## config.mk

```make
export PLATFORM = sky130hd
export DESIGN_NAME = spart_frame_sched
export DESIGN_NICKNAME = d
export VERILOG_FILES = /design/src/rtl/spart_pkg.sv /design/src/rtl/spart_byte_shifter.sv /design/src/rtl/spart_frame_sched.sv
export SDC_FILE = /design/constraint.sdc
export NUM_CORES = 1
export LEC_CHECK = 0
export CORE_MARGIN = 10
export CORE_UTILIZATION = 55
export DETAILED_ROUTE_END_ITERATION = 8
export PLACE_DENSITY = 0.91
export SYNTH_ARGS = -nofsm -noshare
export SYNTH_HDL_FRONTEND = slang
export SYNTH_HIERARCHICAL = 1
export SYNTH_SLANG_ARGS = --single-unit
```

## constraint.sdc

```tcl
create_clock -name clk -period 2.4 [get_ports clk]
set_input_delay 0.48 -clock clk [delete_from_list [all_inputs] [get_ports clk]]
set_output_delay 0.48 -clock clk [all_outputs]
set_load 0.1 [all_outputs]
```

## src/rtl/spart_pkg.sv

```systemverilog
// Shared constants and types for the SPART frame scheduler.
package spart_pkg;

  // SPART processor-side register map
  localparam logic [1:0] ADDR_DATA   = 2'b00;
  localparam logic [1:0] ADDR_STATUS = 2'b01;
  localparam logic [1:0] ADDR_DB_LO  = 2'b10;
  localparam logic [1:0] ADDR_DB_HI  = 2'b11;

  // iorw encodings
  localparam logic READ  = 1'b1;
  localparam logic WRITE = 1'b0;

  // Build defaults
  localparam logic [15:0] DEF_BAUD_DIV    = 16'd650;
  localparam int unsigned DEF_FRAME_BYTES = 6;

  typedef enum logic [1:0] {
    ST_CFG_LO = 2'b00,
    ST_CFG_HI = 2'b01,
    ST_IDLE   = 2'b10,
    ST_GAP    = 2'b11
  } sched_state_t;

  typedef enum logic {
    GRANT_RX = 1'b0,
    GRANT_TX = 1'b1
  } grant_t;

endpackage

```

## src/rtl/spart_byte_shifter.sv

```systemverilog
// Byte-wide shift register with frame byte counter. Shifts left by one
// byte per i_shift (new byte enters at the bottom, oldest leaves at the top);
// the counter wraps after BYTES shifts. i_clr drops a partial frame.
module spart_byte_shifter #(
  parameter int unsigned BYTES = 6
) (
  input  logic                 clk,
  input  logic                 rst,
  input  logic                 i_clr,
  input  logic                 i_load,
  input  logic [8*BYTES-1:0]   i_load_data,
  input  logic                 i_shift,
  input  logic [7:0]           i_byte,
  output logic [8*BYTES-1:0]   o_data,
  output logic                 o_last,
  output logic                 o_pend
);

  localparam int unsigned W  = 8 * BYTES;
  localparam int unsigned CW = (BYTES > 1) ? $clog2(BYTES) : 1;
  localparam logic [CW-1:0] LAST = CW'(BYTES - 1);

  logic [W-1:0]  r_data;
  logic [CW-1:0] r_cnt;

  // Shift register and byte counter; clear beats load beats shift
  always_ff @(posedge clk or posedge rst) begin
    if (rst) begin
      r_data <= '0;
      r_cnt  <= '0;
    end else if (i_clr) begin
      r_data <= '0;
      r_cnt  <= '0;
    end else if (i_load) begin
      r_data <= i_load_data;
      r_cnt  <= '0;
    end else if (i_shift) begin
      r_data <= {r_data[W-9:0], i_byte};
      r_cnt  <= (r_cnt == LAST) ? '0 : r_cnt + CW'(1);
    end
  end

  assign o_data = r_data;
  assign o_last = (r_cnt == LAST);
  assign o_pend = (r_cnt != '0);

endmodule

```

## src/rtl/spart_frame_sched.sv

```systemverilog
// SPART bus master: programs the baud divisor after reset, then alternates
// single-byte accesses between an RX frame assembler and a TX frame
// serialiser, with a dead cycle after every access.
// Optional build macro: SPART_RX_TIMEOUT_EN (inter-byte RX idle timeout).
module spart_frame_sched
  import spart_pkg::*;
#(
  parameter logic [15:0] BAUD_DIV    = DEF_BAUD_DIV,
  parameter int unsigned FRAME_BYTES = DEF_FRAME_BYTES,
  parameter logic [19:0] RX_TIMEOUT  = 20'd1000000
) (
  input  logic                       clk,
  input  logic                       rst,
  output logic                       iocs,
  output logic                       iorw,
  output logic [1:0]                 ioaddr,
  output logic [7:0]                 bus_out,
  input  logic [7:0]                 bus_in,
  input  logic                       rda,
  input  logic                       tbr,
  input  logic                       tx_req,
  input  logic [8*FRAME_BYTES-1:0]   tx_data,
  output logic                       tx_busy,
  output logic [8*FRAME_BYTES-1:0]   rx_frame,
  output logic                       rx_valid,
  output logic                       cfg_done,
  output logic                       rx_err
);

  localparam int unsigned W = 8 * FRAME_BYTES;

  sched_state_t r_state;
  grant_t       r_last_grant;
  logic         r_iocs;
  logic         r_iorw;
  logic [1:0]   r_ioaddr;
  logic [7:0]   r_bus_out;
  logic         r_cfg_done;
  logic         r_tx_busy;
  logic         r_tx_fin;
  logic [W-1:0] r_rx_frame;
  logic         r_rx_valid;

  logic [W-1:0] w_rx_data;
  logic [W-1:0] w_tx_data;
  logic         w_rx_last;
  logic         w_rx_pend;
  logic         w_tx_last;
  logic         w_tx_pend;
  logic         w_rx_cap;
  logic         w_rx_drop;
  logic         w_rx_want;
  logic         w_tx_want;
  logic         w_grant_rx;
  logic         w_idle;
  logic         w_do_rx;
  logic         w_do_tx;
  logic         w_tx_load;

  // The read data is valid during the registered iocs&iorw cycle, so the
  // capture happens on the edge that ends that cycle (state is GAP then).
  assign w_rx_cap   = r_iocs & (r_iorw == READ) & (r_ioaddr == ADDR_DATA);
  assign w_rx_want  = rda & r_cfg_done;
  assign w_tx_want  = r_tx_busy & tbr & r_cfg_done;
  assign w_grant_rx = w_rx_want & (~w_tx_want | (r_last_grant == GRANT_TX));
  assign w_idle     = (r_state == ST_IDLE);
  assign w_do_rx    = w_idle & w_grant_rx;
  assign w_do_tx    = w_idle & w_tx_want & ~w_grant_rx;
  assign w_tx_load  = tx_req & ~r_tx_busy;

  spart_byte_shifter #(.BYTES(FRAME_BYTES)) u_rx_shift (
    .clk         (clk),
    .rst         (rst),
    .i_clr       (w_rx_drop),
    .i_load      (1'b0),
    .i_load_data ('0),
    .i_shift     (w_rx_cap),
    .i_byte      (bus_in),
    .o_data      (w_rx_data),
    .o_last      (w_rx_last),
    .o_pend      (w_rx_pend)
  );

  spart_byte_shifter #(.BYTES(FRAME_BYTES)) u_tx_shift (
    .clk         (clk),
    .rst         (rst),
    .i_clr       (1'b0),
    .i_load      (w_tx_load),
    .i_load_data (tx_data),
    .i_shift     (w_do_tx),
    .i_byte      (8'h00),
    .o_data      (w_tx_data),
    .o_last      (w_tx_last),
    .o_pend      (w_tx_pend)
  );

  // Bus FSM: divisor programming, arbitration and one dead cycle per access
  always_ff @(posedge clk or posedge rst) begin
    if (rst) begin
      r_state      <= ST_CFG_LO;
      r_last_grant <= GRANT_TX;
      r_iocs       <= 1'b0;
      r_iorw       <= READ;
      r_ioaddr     <= ADDR_DATA;
      r_bus_out    <= '0;
      r_cfg_done   <= 1'b0;
    end else begin
      r_iocs <= 1'b0;
      case (r_state)
        ST_CFG_LO: begin
          r_iocs    <= 1'b1;
          r_iorw    <= WRITE;
          r_ioaddr  <= ADDR_DB_LO;
          r_bus_out <= BAUD_DIV[7:0];
          r_state   <= ST_CFG_HI;
        end
        ST_CFG_HI: begin
          r_iocs     <= 1'b1;
          r_iorw     <= WRITE;
          r_ioaddr   <= ADDR_DB_HI;
          r_bus_out  <= BAUD_DIV[15:8];
          r_cfg_done <= 1'b1;
          r_state    <= ST_GAP;
        end
        ST_IDLE: begin
          if (w_do_rx) begin
            r_iocs       <= 1'b1;
            r_iorw       <= READ;
            r_ioaddr     <= ADDR_DATA;
            r_last_grant <= GRANT_RX;
            r_state      <= ST_GAP;
          end else if (w_do_tx) begin
            r_iocs       <= 1'b1;
            r_iorw       <= WRITE;
            r_ioaddr     <= ADDR_DATA;
            r_bus_out    <= w_tx_data[W-1 -: 8];
            r_last_grant <= GRANT_TX;
            r_state      <= ST_GAP;
          end
        end
        ST_GAP:  r_state <= ST_IDLE;
        default: r_state <= ST_CFG_LO;
      endcase
    end
  end

  // TX frame ownership: busy from accept until the cycle after the last byte
  always_ff @(posedge clk or posedge rst) begin
    if (rst) begin
      r_tx_busy <= 1'b0;
      r_tx_fin  <= 1'b0;
    end else begin
      r_tx_fin <= w_do_tx & w_tx_last;
      if (w_tx_load)
        r_tx_busy <= 1'b1;
      else if (r_tx_fin)
        r_tx_busy <= 1'b0;
    end
  end

  // RX frame publication on the capture of the final byte
  always_ff @(posedge clk or posedge rst) begin
    if (rst) begin
      r_rx_frame <= '0;
      r_rx_valid <= 1'b0;
    end else begin
      r_rx_valid <= w_rx_cap & w_rx_last;
      if (w_rx_cap & w_rx_last)
        r_rx_frame <= {w_rx_data[W-9:0], bus_in};
    end
  end

`ifdef SPART_RX_TIMEOUT_EN
  logic [19:0] r_idle_cnt;
  logic        r_rx_err;

  // A capture on the same edge as expiry keeps the frame alive
  assign w_rx_drop = w_rx_pend & ~w_rx_cap & (r_idle_cnt == RX_TIMEOUT - 20'd1);

  // Inter-byte idle counter; only runs while a partial frame is held
  always_ff @(posedge clk or posedge rst) begin
    if (rst) begin
      r_idle_cnt <= '0;
      r_rx_err   <= 1'b0;
    end else begin
      r_rx_err <= w_rx_drop;
      if (w_rx_cap || !w_rx_pend || w_rx_drop)
        r_idle_cnt <= '0;
      else
        r_idle_cnt <= r_idle_cnt + 20'd1;
    end
  end

  assign rx_err = r_rx_err;

  logic w_unused;
  assign w_unused = &{1'b0, w_rx_data[W-1 -: 8], w_tx_data[W-9:0], w_tx_pend};
`else
  assign w_rx_drop = 1'b0;
  assign rx_err    = 1'b0;

  logic w_unused;
  assign w_unused = &{1'b0, w_rx_data[W-1 -: 8], w_tx_data[W-9:0], w_tx_pend,
                      w_rx_pend, RX_TIMEOUT};
`endif

  assign iocs     = r_iocs;
  assign iorw     = r_iorw;
  assign ioaddr   = r_ioaddr;
  assign bus_out  = r_bus_out;
  assign cfg_done = r_cfg_done;
  assign tx_busy  = r_tx_busy;
  assign rx_frame = r_rx_frame;
  assign rx_valid = r_rx_valid;

endmodule

```

==> key figures <==
Clocking
  – H-tree depth: 4
  – PostCTS Resize Cnt: 0
  – Num CTS Buffers: 17
  – Post-CTS setup buffer count: 0
  – Worst skew pair latency: 0.43 ns
  – CTS Sinks: 161
  – Clk slew on worst S/H paths: 0.06 ns
  – Clock tree from TritonCTS: built
  – Worst-case clock buffer depth: 2
  – Hold_buf cts: 0
  – Clock root cell: clkbuf_16

Global routing
  – Initial antenna violation count: 0
  – GRT Max-Usage Layer: met2
  – Vias in the first global route: 5840
  – Largest net degree at the start of global routing: 55
  – Met3 GRT Util: 0.05240
  – Met2 Usage GRT: 0.3231
  – Gr usage total: 0.1818
  – M1 GR Usage: 0.2043
  – GR Overflow Total: 0
  – First-pass GRT wire length: around 30000 um

Layout
  – Core Util, Final: 0.6874
  – Net count, final: 841
  – Inserted Diodes: 0
  – Multi-input logic area: ~3800 um2
  – Register area: 4031 um2
  – Number of fill cells: 1017
  – Layout cells sized above 1: 0.3100
  – Area Growth Syn to Fin: 22.78%

Yosys
  – Yosys warns: 6
  – Post-Syn Area: 8107 um2
  – Synth Instances: 616
  – Syn_area_per_cell: 13.16 um2

Setup path
  – CP top delay family: simple AND/OR/NAND/NOR gates
  – Crit path max fanout: 54
  – Crit path cell chain: inv_1 -> ha_1 -> nand4_1 -> a21oi_4 -> buf_12 -> nor4bb_1 -> o21a_1
  – Setup crit start kind: flop
  – CP Buf/Inv Count: 2
  – Slowest cell delay on critical path: between 0.4 and 0.5 ns
  – WP data arrival: approximately 2.6 ns
  – Critical path type: reg2reg
  – Worst path slowest cell: dfrtp_1
  – CP required: 2.77 ns
  – Crit path capture type: flop

Timing
  – Min Clock Period, post-route: 2.230 ns
  – WHS: ~0.42 ns
  – Hold violation total from the final report: 0
  – Final Max Slew Viols: 0
  – Final setup viols: 0
  – Max_slew headroom: 0.5332
  – Clock skew: 0.006886 ns
  – Setup TNS Final: 0 ns
  – RSZ-0062 raised after global routing: false
  – Worst-margin pin slew: 0.7003 ns
  – Final setup margin: 0.1698 ns
  – Highest achievable clock rate: 448.4 MHz
  – Tcrit/Tclk final: 0.9292

Pwr
  – Worst vdd ir: between 500 and 600 uV
  – Lkg Pwr: 0.004374 uW
  – PwrDens: 614.5 nW/um2

Routing
  – 1st-iter DRT viols: 301
  – Post-route ant nets: 0
  – Drt wl/cell: roughly 18 um
  – Vias: 5189
  – Vias per cell: around 5.3
  – Final WL: 17660 um
  – # DRC: 0
  – DRT Pass-1 Iters: 5

Floorplan
  – Die Wd: 141.4 um
  – DIE AREA: 20000 um2
  – Core Rows: 44
  – I/O pins: 125
  – Die Y-Extent: 141.4 um
  – Area of the core: 14480 um2
  – Initial Utilization: 0.5599

Flow run
  – Max-cap viol count: 0

Place
  – Routability cong.: 0.8593
  – Pre-CTS setup slack: 0.06516 ns
  – Detail Placement HPWL: roughly 13000 um
  – PortBufs: around 120

Min path
  – Hold crit path type: reg2reg

Outcome
  – Run status: finished, final reports clean
placed cells by master, fill, tap and decap left out, types with 3 or more instances in the layout:
master and n:
o21ai_0 3, dfrtp_1 159, a21boi_0 4, mux2_2 52
ha_1 6, nand2_1 10, inv_1 13, o21a_1 4
clkdlybuf4s50_1 60, bufinv_16 4, nor2b_1 89, inv_2 4
nor2_1 4, a211oi_1 16, mux2i_1 95, clkinvlp_4 3
clkbuf_16 17, a211oi_2 72, buf_12 3, buf_4 73
clkinv_2 3, conb_1 57
registers in the layout, indices dropped and copies added (netlist names), 2 cells and up:
name / count
u_rx_shift/r_cnt: 3
u_tx_shift/o_data: 48
u_tx_shift/r_cnt: 3
u_rx_shift/o_data: 40
r_state: 2
bus_out: 8
ioaddr: 2
rx_frame: 48
metal layers:
layer | up-vias | wire length (um) | part of all wire
met1 | 2596 | 7019 | 0.40
met2 | 115 | 9482 | 0.54
met4 | 0 | 292 | 0.017
met3 | 24 | 868 | 0.049
li1 | 2454 | - | -
met5 | - | 0 | 0
final timing paths:
path                       startpoint                     to  slack (ns)  cells after the start
hold / removal               r_tx_fin                tx_busy        0.42                      1
max in group asynchronous         rst  u_rx_shift/o_data[14]        1.29                      4
setup / recovery           r_state[0]    u_tx_shift/r_cnt[1]        0.17                      7
setup reg to reg           r_state[0]    u_tx_shift/r_cnt[1]        0.17                      7
min in group asynchronous         rst    u_tx_shift/r_cnt[2]        0.48                      2
hold reg to reg              r_tx_fin                tx_busy        0.42                      1
metrics by stage:
step | power, uW | cells | area [um2]
floorplan | 3115 | 672 | 8317
global placement | 3262 | 939 | 9326
detailed placement | 3278 | 939 | 9326
CTS | 6138 | 971 | 9953
global route | 6319 | 971 | 9953
finish | 6116 | 971 | 9953
power breakdown:
part	leakage (uW)	internal [uW]	total (uW)	switching, uW
logic	0.00193	178	432	255
registers	0.00214	2770	2810	48.0
clock network	0.000300	1770	2870	1100
total	0.00437	4710	6120	1400
area by class of cell:
type                    count  area share
clock inverters            13     0.01848
flip-flops and latches    161      0.4050
inverters                  17    0.006411
clock buffers              19     0.04450
multi-input cells         441      0.3810
well taps                 184     0.02313
repair buffers            136      0.1214
Note: power is estimated with default switching activity, not from simulation.
